==> src/rtl/rf_pkg.sv <==
//==============================================================================
// Package : rf_pkg
// Brief   : Shared defaults and types for the 2-read/1-write register file.
// Rev     : 1.0 - initial release
//==============================================================================
`default_nettype none

package rf_pkg;

    localparam int RF_WIDTH = 16;
    localparam int RF_NREGS = 8;
    localparam int RF_AW    = $clog2(RF_NREGS);

    typedef logic [RF_AW-1:0]    reg_idx_t;
    typedef logic [RF_WIDTH-1:0] word_t;

    localparam word_t RF_ZERO = '0;

endpackage

`default_nettype wire

==> src/rtl/regfile_2r1w_if.sv <==
//==============================================================================
// Interface : regfile_2r1w_if
// Brief     : Decoder/datapath-side bundle of the register file (write, clear, 2 reads).
// Rev       : 1.0 - initial release
//==============================================================================
`default_nettype none

interface regfile_2r1w_if
    import rf_pkg::*;
#(
    parameter int WIDTH = RF_WIDTH,
    parameter int NREGS = RF_NREGS
);
    localparam int AW = (NREGS > 1) ? $clog2(NREGS) : 1;

    logic             write;
    logic [AW-1:0]    writenum;
    logic [WIDTH-1:0] data_in;
    logic             clear;
    logic [AW-1:0]    readnum_a;
    logic [AW-1:0]    readnum_b;
    logic [WIDTH-1:0] data_out_a;
    logic [WIDTH-1:0] data_out_b;
    logic [NREGS-1:0] valid;

    modport master (
        output write, writenum, data_in, clear, readnum_a, readnum_b,
        input  data_out_a, data_out_b, valid
    );

    modport slave (
        input  write, writenum, data_in, clear, readnum_a, readnum_b,
        output data_out_a, data_out_b, valid
    );

endinterface

`default_nettype wire

==> src/rtl/rf_cell.sv <==
//==============================================================================
// Module : rf_cell
// Brief  : WIDTH-bit enabled register, async reset, sync clear; load beats clear.
// Rev    : 1.0 - initial release
//==============================================================================
`default_nettype none

module rf_cell #(
    parameter int               WIDTH       = 16,
    parameter logic [WIDTH-1:0] RESET_VALUE = '0
) (
    input  wire logic             clk,
    input  wire logic             reset,
    input  wire logic             i_load,
    input  wire logic             i_clear,
    input  wire logic [WIDTH-1:0] i_d,
    output logic      [WIDTH-1:0] o_q
);

    logic [WIDTH-1:0] r_q;

    // A write on the clear edge lands on top of the cleared file.
    always_ff @(posedge clk or posedge reset) begin
        if (reset) begin
            r_q <= RESET_VALUE;
        end else if (i_load) begin
            r_q <= i_d;
        end else if (i_clear) begin
            r_q <= RESET_VALUE;
        end
    end

    assign o_q = r_q;

endmodule

`default_nettype wire

==> src/rtl/regfile_2r1w.sv <==
//==============================================================================
// Module : regfile_2r1w
// Brief  : NREGS x WIDTH register file, one write port, two read ports, bypass,
//          optional zero R0, optional registered reads, written-since-clear map.
// Rev    : 1.0 - initial release
//==============================================================================
`default_nettype none

module regfile_2r1w
    import rf_pkg::*;
#(
    parameter int               WIDTH       = RF_WIDTH,
    parameter int               NREGS       = RF_NREGS,
    parameter int               READ_LAT    = 0,
    parameter int               BYPASS      = 1,
    parameter int               ZERO_REG    = 0,
    parameter logic [WIDTH-1:0] RESET_VALUE = '0
) (
    input  wire logic    clk,
    input  wire logic    reset,
    regfile_2r1w_if.slave bus
);

    localparam int            AW      = (NREGS > 1) ? $clog2(NREGS) : 1;
    localparam logic [AW:0]   c_nregs = (AW+1)'(NREGS);

    logic [WIDTH-1:0] w_regs [NREGS];
    logic [NREGS-1:0] w_wr_dec;
    logic [NREGS-1:0] r_valid;
    logic             w_wr_ok;
    logic             w_byp_a;
    logic             w_byp_b;
    logic [WIDTH-1:0] w_rd_a;
    logic [WIDTH-1:0] w_rd_b;

    // A write is real only for an existing, writable register; bypass keys off the same test.
    assign w_wr_ok = bus.write
                     && ({1'b0, bus.writenum} < c_nregs)
                     && !((ZERO_REG != 0) && (bus.writenum == '0));
    assign w_byp_a = (BYPASS != 0) && w_wr_ok && (bus.writenum == bus.readnum_a);
    assign w_byp_b = (BYPASS != 0) && w_wr_ok && (bus.writenum == bus.readnum_b);

    generate
        for (genvar i = 0; i < NREGS; i++) begin : g_reg
            assign w_wr_dec[i] = w_wr_ok && (bus.writenum == AW'(i));
            if ((ZERO_REG != 0) && (i == 0)) begin : g_zero
                assign w_regs[i] = '0;
            end else begin : g_cell
                rf_cell #(
                    .WIDTH       (WIDTH),
                    .RESET_VALUE (RESET_VALUE)
                ) u_cell (
                    .clk     (clk),
                    .reset   (reset),
                    .i_load  (w_wr_dec[i]),
                    .i_clear (bus.clear),
                    .i_d     (bus.data_in),
                    .o_q     (w_regs[i])
                );
            end
        end
    endgenerate

    always_ff @(posedge clk or posedge reset) begin
        if (reset) begin
            r_valid <= '0;
        end else begin
            r_valid <= (bus.clear ? '0 : r_valid) | w_wr_dec;
        end
    end

    // Unmatched (out-of-range) selects fall through to zero.
    always_comb begin
        w_rd_a = '0;
        w_rd_b = '0;
        for (int i = 0; i < NREGS; i++) begin
            if (bus.readnum_a == AW'(i)) w_rd_a = w_regs[i];
            if (bus.readnum_b == AW'(i)) w_rd_b = w_regs[i];
        end
        if (w_byp_a) w_rd_a = bus.data_in;
        if (w_byp_b) w_rd_b = bus.data_in;
    end

    generate
        if (READ_LAT != 0) begin : g_rd_reg
            logic [WIDTH-1:0] r_out_a;
            logic [WIDTH-1:0] r_out_b;
            always_ff @(posedge clk or posedge reset) begin
                if (reset) begin
                    r_out_a <= '0;
                    r_out_b <= '0;
                end else begin
                    r_out_a <= w_rd_a;
                    r_out_b <= w_rd_b;
                end
            end
            assign bus.data_out_a = r_out_a;
            assign bus.data_out_b = r_out_b;
        end else begin : g_rd_comb
            assign bus.data_out_a = w_rd_a;
            assign bus.data_out_b = w_rd_b;
        end
    endgenerate

    assign bus.valid = r_valid;

endmodule

`default_nettype wire

==> src/flat_wrapper.sv <==
// flat-port wrapper written by rule: the top's interface ports become plain ports
module regfile_2r1w_flat import rf_pkg::*;
#(
    parameter int               WIDTH       = RF_WIDTH,
    parameter int               NREGS       = RF_NREGS,
    parameter int               READ_LAT    = 0,
    parameter int               BYPASS      = 1,
    parameter int               ZERO_REG    = 0,
    parameter logic [WIDTH-1:0] RESET_VALUE = '0
)
  (clk, reset, bus_write, bus_writenum, bus_data_in, bus_clear, bus_readnum_a, bus_readnum_b, bus_data_out_a, bus_data_out_b, bus_valid);
  regfile_2r1w_if #(.WIDTH(WIDTH), .NREGS(NREGS)) bus_i ();
  input  wire logic clk;
  input  wire logic reset;
  input wire logic [$bits(bus_i.write)-1:0] bus_write;
  input wire logic [$bits(bus_i.writenum)-1:0] bus_writenum;
  input wire logic [$bits(bus_i.data_in)-1:0] bus_data_in;
  input wire logic [$bits(bus_i.clear)-1:0] bus_clear;
  input wire logic [$bits(bus_i.readnum_a)-1:0] bus_readnum_a;
  input wire logic [$bits(bus_i.readnum_b)-1:0] bus_readnum_b;
  output wire logic [$bits(bus_i.data_out_a)-1:0] bus_data_out_a;
  output wire logic [$bits(bus_i.data_out_b)-1:0] bus_data_out_b;
  output wire logic [$bits(bus_i.valid)-1:0] bus_valid;
  assign bus_i.write = bus_write;
  assign bus_i.writenum = bus_writenum;
  assign bus_i.data_in = bus_data_in;
  assign bus_i.clear = bus_clear;
  assign bus_i.readnum_a = bus_readnum_a;
  assign bus_i.readnum_b = bus_readnum_b;
  assign bus_data_out_a = bus_i.data_out_a;
  assign bus_data_out_b = bus_i.data_out_b;
  assign bus_valid = bus_i.valid;
  regfile_2r1w #(.WIDTH(WIDTH), .NREGS(NREGS), .READ_LAT(READ_LAT), .BYPASS(BYPASS), .ZERO_REG(ZERO_REG), .RESET_VALUE(RESET_VALUE)) u_core (.clk(clk), .reset(reset), .bus(bus_i));
endmodule
==> config.mk <==
export PLATFORM = sky130hd
export DESIGN_NAME = regfile_2r1w_flat
export DESIGN_NICKNAME = d
export VERILOG_FILES = /design/src/rtl/rf_pkg.sv /design/src/rtl/regfile_2r1w_if.sv /design/src/rtl/rf_cell.sv /design/src/rtl/regfile_2r1w.sv /design/src/flat_wrapper.sv
export SDC_FILE = /design/constraint.sdc
export NUM_CORES = 1
export LEC_CHECK = 0
export CELL_PAD_IN_SITES_DETAIL_PLACEMENT = 1
export CELL_PAD_IN_SITES_GLOBAL_PLACEMENT = 1
export CORE_UTILIZATION = 42
export CTS_CLUSTER_DIAMETER = 80
export DETAILED_ROUTE_END_ITERATION = 8
export GPL_TIMING_DRIVEN = 0
export PLACE_DENSITY = 0.83
export SYNTH_ARGS = -nofsm -noshare
export SYNTH_HDL_FRONTEND = slang
export SYNTH_HIERARCHICAL = 1
export SYNTH_SLANG_ARGS = --single-unit
==> constraint.sdc <==
create_clock -name clk -period 1.9 [get_ports clk]
set_clock_uncertainty 0.2 [all_clocks]
set_input_delay 0.38 -clock clk [delete_from_list [all_inputs] [get_ports clk]]
set_output_delay 0.38 -clock clk [all_outputs]
set_load 0.1 [all_outputs]
* After elaboration in Yosys (flattened, before gate mapping)
Cells that the tools add are included.
** Storage, ports and cells
- Register bits :: 136
- RAM bits :: 0
- Bits in latches :: 0
- Bits of input ports :: 29
- Memories kept :: 0
- ROM bits :: 0
** Cells by class
- Shift-type cells :: 0
- Div/mod/pow operators :: 0
- Equal/unequal tests :: 23
- $lt $le $gt $ge :: 0
- Reductions and logical operators :: 21
- Bitwise gates (word level) :: 1
- $add $sub $neg :: 0
- $mul :: 0
- Muxes and demuxes :: 28
** Operators by type and width (number)
- 16-bit two-way mux :: 27
- 3-bit == test (second input constant) :: 12
- 3-bit by 2-bit == test with 1-bit output (second input constant) :: 6
- 2-bit nonzero test :: 8
- 1-bit logical AND :: 10
- 3-bit by 1-bit == test with 1-bit output (second input constant) :: 3
- 3-bit zero test :: 3
- 8-bit two-way mux :: 1
- 8-bit OR :: 1
- 3-bit == test :: 2

* Longest topological paths before layout
Gate-level depths: netlist (run 1).
- Depth after elaboration :: 10
- Mapped depth :: 7

* Hierarchy
Netlist (run 1), hierarchy kept.
** By module, submodules not included
- rf_cell :: sequential area each 400.4 sq um, instances 8, area an instance 644.4 sq um, cells each 56
- regfile_2r1w :: sequential area each 200.2 sq um, instances 1, area an instance 3293.2 sq um, cells each 439

* Worst setup path before layout (run 1)
Ideal clock, no wire load.
- Path kind :: input -> output
- From :: input port bus_readnum_a[0]
- To :: output port bus_data_out_a[13]
- Slack :: -1563 ps
- Stages on the path :: 7
- Path buffers :: 3
- Arrival time :: 2883 ps
- Path through :: buf_6 -> buf_8 -> or2_1 -> buf_6 -> o22ai_1 -> o21ai_1 -> a31oi_1
** On the way
- Cells in the longest elaborated chain, start to end :: 10
- Elaborated cells between the ends (all ways) :: 19
- Those cells by class :: eq/ne (8); mux (9); reduce/logical (2)
** Ends and longest elaborated chain
- start, declared :: RTL line flat_wrapper.sv:19 : input wire logic [$bits(bus_i.readnum_a)-1:0] bus_readnum_a;
- 3-bit zero test :: RTL line regfile_2r1w.sv:77 : if (bus.readnum_a == AW'(i)) w_rd_a = w_regs[i];
- 16-bit two-way mux (8 in series) :: RTL line regfile_2r1w.sv:77
- 16-bit two-way mux * :: RTL line regfile_2r1w.sv:80 : if (w_byp_a) w_rd_a = bus.data_in;
- end, declared :: RTL line flat_wrapper.sv:21 : output wire logic [$bits(bus_i.data_out_a)-1:0] bus_data_out_a;
Mark *: on every way between the ends. The rest lies on a longest branch, timed or not.

* Worst setup path in the final report (run 1)
- From :: register u_core.g_reg[3].g_cell.u_cell.r_q[0]
- To :: output port bus_data_out_a[0]
** On the way
- Cells in the longest elaborated chain, start to end :: 6
** Ends and longest elaborated chain
- start, declared :: RTL line rf_cell.sv:20 : logic [WIDTH-1:0] r_q;
- start signal, assigned :: RTL line rf_cell.sv:27 : r_q <= i_d;
- 16-bit two-way mux (5 in series) :: RTL line regfile_2r1w.sv:77
- 16-bit two-way mux :: RTL line regfile_2r1w.sv:80
No other way between the ends.

==> results of run 1 <==
## registers in the layout, indices dropped and copies added (netlist names)
signal,count
u_core/g.g_cell.u_cell/o_q,128
u_core/bus.valid,8
## cell type report
cell class                      count  area, µm²  share of cell area [%]
Multi-Input combinational cell    655       5880                    46.7
Tap cell                          265        332                    2.63
Sequential cell                   136       3410                    27.1
Clock inverter                     11        196                    1.56
Buffer                             78        851                    6.75
Inverter                           16       60.1                   0.477
Clock buffer                       21        440                    3.49
Timing Repair Buffer              115       1430                    11.3
## report_power, final
group	internal, W	leakage [nW]	switching [W]	total [W]
sequential	0.00300	1.86	0.000139	0.00314
combinational	0.00103	2.96	0.00185	0.00289
clock	0.00234	0.302	0.00145	0.00379
total	0.00637	5.11	0.00345	0.00981
## worst max path at each step
stage / start / to / slack [ns] / depth (start not counted)
floorplan: bus_readnum_a[0] / bus_data_out_a[11] / -0.53 / 7
global placement: bus_readnum_b[2] / bus_data_out_b[8] / -2.15 / 8
detailed placement: bus_readnum_b[2] / bus_data_out_b[8] / -2.16 / 8
CTS: u_core/g_reg[3].g_cell.u_cell/o_q[2] / bus_data_out_a[2] / -0.66 / 5
global route: u_core/g_reg[3].g_cell.u_cell/o_q[0] / bus_data_out_a[0] / -0.90 / 6
finish: u_core/g_reg[3].g_cell.u_cell/o_q[0] / bus_data_out_a[0] / -0.94 / 6
## cell usage in the layout (no fill, tap or decap), types with 5 or more instances in the layout
cell type	synthesis	layout
dfrtp_1	136	129
nand2b_1	93	87
nand2_1	79	78
o21ai_0	87	61
a22o_1	56	56
buf_4	9	54
o21ai_1	45	49
buf_12	0	48
nor2_1	58	47
mux2i_1	74	34
buf_6	24	29
mux2i_4	0	29
clkbuf_16	0	20
a31oi_4	0	20
nor3b_1	20	19
buf_2	23	18
o21ai_2	0	17
mux4_2	11	16
inv_1	16	16
clkbuf_2	9	12
a21oi_4	0	12
nor2_4	8	12
o22ai_2	0	11
mux2i_2	0	11
or2_2	11	11
o22ai_4	0	10
clkdlybuf4s50_1	0	8
dlygate4sd2_1	0	8
a21o_1	8	8
nor2_2	0	7
dfrtp_2	0	7
bufinv_16	0	5
o21ai_4	0	5
## stage by stage
step | cell area [µm²] | utilization (%) | power (W) | setup TNS, ns
3_3_place_gp | 9960 | 50.8 | 0.00518 | -117.52
3_5_place_dp | 9960 | 50.8 | 0.00522 | -126.91
4_1_cts | 12000 | 61.3 | 0.00936 | -17.10
2_1_floorplan | 8990 | - | 0.00462 | -14.88
6_report | 12600 | 64.3 | 0.00981 | -20.91
5_1_grt | 12600 | 64.3 | 0.00995 | -20.80
## cell usage after synthesis, types with 5 or more instances
master / number
dfrtp_1: 136
nand2b_1: 93
o21ai_0: 87
nand2_1: 79
mux2i_1: 74
nor2_1: 58
a22o_1: 56
o21ai_1: 45
buf_6: 24
o22ai_1: 24
buf_2: 23
a31oi_1: 20
nor3b_1: 20
a21oi_1: 16
inv_1: 16
clkbuf_1: 11
mux4_2: 11
or2_2: 11
buf_4: 9
clkbuf_2: 9
a21o_1: 8
nor2_4: 8
o221ai_1: 8
nor2b_1: 6
nor3_1: 6
mux4_1: 5
xnor2_1: 5
## kinds of logic after synthesis
kind of cell    Yosys count  share of synthesized area (%)
mux                      92                           13.5
flops                   136                           40.3
simple gates            289                           18.2
buf+inv                  96                           7.41
xor+xnor                  6                          0.711
compound gates          268                           19.9
## what timing repair did
action / in CTS / in global routing
endpoints found under the setup margin: 102 / 55
pin swaps: 26 / 21
setup buffers: 29 / 19
hold buffers: 0 / 0
gates cloned: 3 / 1
resized for setup: 552 / 103
## worst max-delay path: stages (launching register included)
cell	delay [ns]
dfrtp_2	0.45
buf_12	0.14
mux2i_4	0.40
o22ai_4	0.25
o21ai_4	0.22
a31oi_4	0.12
buf_12	0.20
## layer usage
metal | part of all wire [%] | vias up | GRT usage (%) | wire [µm]
met2 | 44 | 939 | 66.1 | 21200
met4 | 9.8 | 2 | 32.6 | 4730
met1 | 33 | 4593 | 49.3 | 15900
met3 | 13 | 373 | 11.0 | 6190
met5 | 0.033 | - | 0 | 16
li1 | - | 3433 | - | -
==> flow_summary.yaml, run 1 <==
timing:
  hold_viol_final: 0
  final_max_slew_violation_count: 0
  hold-worst-slack_ns: 0.145
  post-route-min-period_ns: 2.84
  slew_headroom_pct: 31.7
  setup_viol_count_final: 36
  worst_slew_pin_slew_ns: 1.02
  rsz0062_at_grt: "yes"
  fin_crit_sh_pct: 149
  finalWorstSetupSlack_ns: -0.935
  max_freq_mhz: 353
clocking:
  clkTransAtPathRegs_ns: 0.07
  cts_buffers: 17
  clock_path_buffers: 2
  cts_max_level: 4
  clk_latency_ns: 0.44
  cts.root.buffer_cell: "clkbuf_16"
  cts_num_sinks: 136
  tritoncts: "done"
run_status:
  violations: "negative setup slack"
  run_status: "finished, violations left"
drt:
  totalWireLength_um: 48100
  antenna_left: 0
  post_drt_wl_per_cell_um: 37.1
  initialDrtViolationCount: 1302
  drt_pre_antenna_iters: 8
  detail_route.vias_per_cell: 7.20
  via_count: 9340
  drt_drc_violations_left: 0
synth:
  total_of_warnings_raised_by_yosys: 6
  synth-async-reset-ratio_pct: 100
  synth_area_per_cell_um2: 9.52
  synth_ff_type: "dfrtp_1"
  netlist_instances: 887
  yosys.area.top_type_share_pct: 40.3
  post_synth_main_area_contributors: "dfrtp_1 (40%), mux2i_1 (8.8%), nand2b_1 (6.9%), a22o_1 (5.8%), o21ai_0 (5.2%)"
  synth_seq_area_share_pct: 40.3
  synth_top_cell_by_area: "dfrtp_1"
  synth-seq-cells: 136
  synth.lib_cells_used.distinct: 39
  synth_area_um2: 8450
  synth_enable_flop_cells: 0
  net_count_after_synthesis: 916
worst_setup_path:
  endpoint_kind_of_the_worst_setup_timing_path: "primary output"
  timing.setup.critical_path_class: "reg -> out"
  critPathLaunchType: "flip-flop"
  r2r_end: "u_core/g_reg[3].g_cell.u_cell/o_q[0]"
  worst-path-max-fanout: 2
  ff2ff_setup_slack_ns: 0.66
  timing.critical_path.arrival_ns: 2.26
  worst_r2r_startpoint: "u_core/g_reg[3].g_cell.u_cell/o_q[0]"
  worst_r2r_path_cells: 3
  worst_ep_required_time_ns: 1.32
place:
  place_inst: 1215
  place.detailed.hpwl_um: 24300
  placement.io_buffers: 63
  place_ws_ns: -2.16
  place.gp.congestion: 0.921
floorplanning:
  die_w_um: 144
  die_area_um2: 20700
  rows: 51
  floorplan.initialDensity_pct: 43.1
  top_level_ports: 69
  core-area_um2: 19600
  die_h_um: 144
global_routing:
  first_global_vias: 9502
  grt_antenna_before_repair: 1
  grt_total_ovfl: 0
  grt.total_usage_pct: 42.2
  global_route_wire_length_before_repair_um: 61600
  grt_start_max_net_pins: 17
worst_hold_path:
  min_from: "bus_writenum[1]"
  worstHoldPathType: "in -> reg"
  worstHoldEndpoint: "u_core/bus.valid[0]"
  worstHoldPathCells: 3
cells_and_area:
  count_of_antenna_diodes_in_the_layout: 0
  post_route_cells_drive_above_1_share_pct: 39.2
  fillerInstances: 1968
  post_layout_nonfiller_instances: 1297
  nets: 1048
  syn_to_final_growth_pct: 49.2
pwr:
  cellLeakagePower_nw: 5.11
  vdd_ir_drop_max_uv: 648
  power_density_over_the_cells_nw_per_um2: 779
flow_run:
  max_cap_viol_count: 0
(Power assumes the default switching activity.)
==> run 2, diff against run 1 <==
CORE_MARGIN = 8   (was not set)
GPL_ROUTABILITY_DRIVEN = 0   (was not set)
==> run 2 against run 1 <==
Effect of this change: the flow still finishes with violations (negative setup slack); wire length up 10%; flip-flop and latch count is the same; final cell count increased by 1.9%; fmax shrank 20%; register-to-register slack worse by 0.02 ns; sequential power hardly changed; global-route usage down 6.7 points; setup slack got worse by 0.70 ns; first-iteration DRC count increased by 11%; combinational power is 4% higher; non-clock buffer count grew 17; total power grew 1.9%; highest routed layer is now met4.
==> flow_summary.yaml, run 2 (synthesis results as in run 1) <==
pwr:
  swShare_pct: 35.3
  sequential_cell_fraction_of_total_power_pct: 31.3
  cellLeakagePower_nw: 5.28
  switching_power_w: 0.00353
  vdd_ir_drop_max_uv: 588
  cell_internal_pwr_w: 0.00647
  clkPwrFrac_pct: 38.7
  power_density_over_the_cells_nw_per_um2: 777
  power.share.combinational_pct: 30.0
drt:
  drt_drc_violations_left: 0
  initialDrtViolationCount: 1445
  antenna_left: 0
  detail_route.vias_per_cell: 7.33
  totalWireLength_um: 53000
  via_count: 9687
  post_drt_wl_per_cell_um: 40.1
  drt_pre_antenna_iters: 6
global_routing:
  global_route_wire_length_before_repair_um: 63900
  grt_total_ovfl: 0
  grt_antenna_before_repair: 0
  first_global_vias: 9792
  grt_start_max_net_pins: 17
  grt.total_usage_pct: 35.5
clocking:
  clk_latency_ns: 0.44
  cts_num_sinks: 136
  clock_path_buffers: 2
  cts_max_level: 4
  cts.root.buffer_cell: "clkbuf_16"
  tritoncts: "done"
  cts_buffers: 17
  clkTransAtPathRegs_ns: 0.06
timing:
  hold-worst-slack_ns: 0.205
  rsz0062_at_grt: "yes"
  slew_headroom_pct: 19.9
  setup_viol_count_final: 32
  hold_viol_final: 0
  worst_slew_pin_slew_ns: 1.19
  max_freq_mhz: 283
  finalWorstSetupSlack_ns: -1.64
  post-route-min-period_ns: 3.54
  fin_crit_sh_pct: 186
  final_max_slew_violation_count: 0
worst_setup_path:
  worst_r2r_startpoint: "u_core/g_reg[7].g_cell.u_cell/o_q[10]"
  worst-path-max-fanout: 10
  critPathLaunchType: "input port"
  timing.critical_path.from: "bus_readnum_b[0]"
  endpoint_kind_of_the_worst_setup_timing_path: "primary output"
  timing.setup.critical_path_class: "in -> out"
  worst_ep_required_time_ns: 1.32
  timing.critical_path.arrival_ns: 2.96
cells_and_area:
  syn_to_final_growth_pct: 52.3
  final_core_util_pct: 64.4
  post_route_cells_drive_above_1_share_pct: 41.6
  register_area_um2: 3410
  largest_register_ffs: 128
  fillerInstances: 2018
  mostFrequentLayoutCell: "dfrtp_1"
  nets: 1068
  count_of_antenna_diodes_in_the_layout: 0
  combined_area_of_the_multi_input_logic_cells_um2: 5950
  layout.cells.most_common_list: "dfrtp_1 (134), nand2b_1 (85), nand2_1 (78)"
flow_run:
  max_cap_viol_count: 0
worst_hold_path:
  worstHoldPathType: "in -> reg"
  min_from: "bus_writenum[1]"
run_status:
  violations: "negative setup slack"
  run_status: "finished, violations left"
floorplanning:
  top_level_ports: 69
  die_h_um: 158
  floorplan.initialDensity_pct: 42.3
  die_w_um: 158
  core-area_um2: 20000
  die_area_um2: 24900
  rows: 52
place:
  placement.io_buffers: 63
  place.detailed.hpwl_um: 24500
==> run 2: worst paths after layout <==
| check | to | slack (ns) | cells past startpoint |
|---|---|---|---|
| min in group asynchronous | u_core/bus.valid[0] | 0.38 | 2 |
| worst max register to register | u_core/g_reg[7].g_cell.u_cell/o_q[10] | 0.64 | 3 |
| worst max-delay path | bus_data_out_b[4] | -1.64 | 9 |
| max in group asynchronous | u_core/g_reg[0].g_cell.u_cell/o_q[3] | 0.16 | 2 |
| worst min-delay path | u_core/bus.valid[0] | 0.21 | 3 |
| worst min register to register | u_core/bus.valid[6] | 0.27 | 1 |
==> run 2: area by class of cell <==
| class | count | share of cell area, % |
|---|---|---|
| Buffer | 77 | 6.56 |
| Clock buffer | 19 | 3.52 |
| Clock inverter | 12 | 1.54 |
| Inverter | 16 | 0.467 |
| Multi-Input combinational cell | 658 | 46.2 |
| Sequential cell | 136 | 26.5 |
| Tap cell | 270 | 2.63 |
| Timing Repair Buffer | 133 | 12.6 |
==> run 2: stage by stage <==
stage	worst slack [ns]	power, W	cells	instance area [µm²]	TNS, ns
2_1_floorplan	-0.534	0.00462	887	8990	-14.88
3_3_place_gp	-2.17	0.00519	1220	9960	-119.85
3_5_place_dp	-2.16	0.00523	1220	9960	-125.43
4_1_cts	-0.665	0.00946	1300	12200	-17.30
5_1_grt	-1.63	0.0101	1321	12900	-22.91
6_report	-1.64	0.0100	1321	12900	-22.90
==> run 2: layer usage <==
metal	wire, µm	up-vias	GRT usage [%]
met3	7040	411	8.93
li1	-	3473	-
met1	17500	4768	41.1
met2	23100	1035	56.9
met5	0	-	0
met4	5400	0	24.9
==> run 2: worst max-delay path: stages <==
cell and delay [ns]:
buf_8 0.10, buf_12 0.14, buf_12 0.15, buf_6 0.14, nor3b_1 0.15, o21ai_0 0.91
o21ai_2 0.42, a31oi_4 0.32, buf_12 0.20
==> run 2: timing repair <==
action | in CTS | in global routing
pin swaps | 28 | 29
hold buffers | 0 | 0
hold endpoints to repair | 0 | 0
cloned | 6 | 4
endpoints found under the setup margin | 98 | 58
resized for setup | 538 | 122
buffers inserted | 46 | 17
==> run 2: power groups by stage <==
stage	combinational, W	sequential (W)	clock, W
finish	0.00300	0.00313	0.00387
CTS	0.00260	0.00310	0.00376
global placement	0.00205	0.00314	0
global route	0.00304	0.00313	0.00395
floorplan	0.00144	0.00318	0
detailed placement	0.00208	0.00315	0
==> run 3, diff against run 2 <==
CTS_CLUSTER_SIZE = 28   (was not set)
==> results of run 3 <==
Final layout, timing and power as in run 2 (identical DEF).
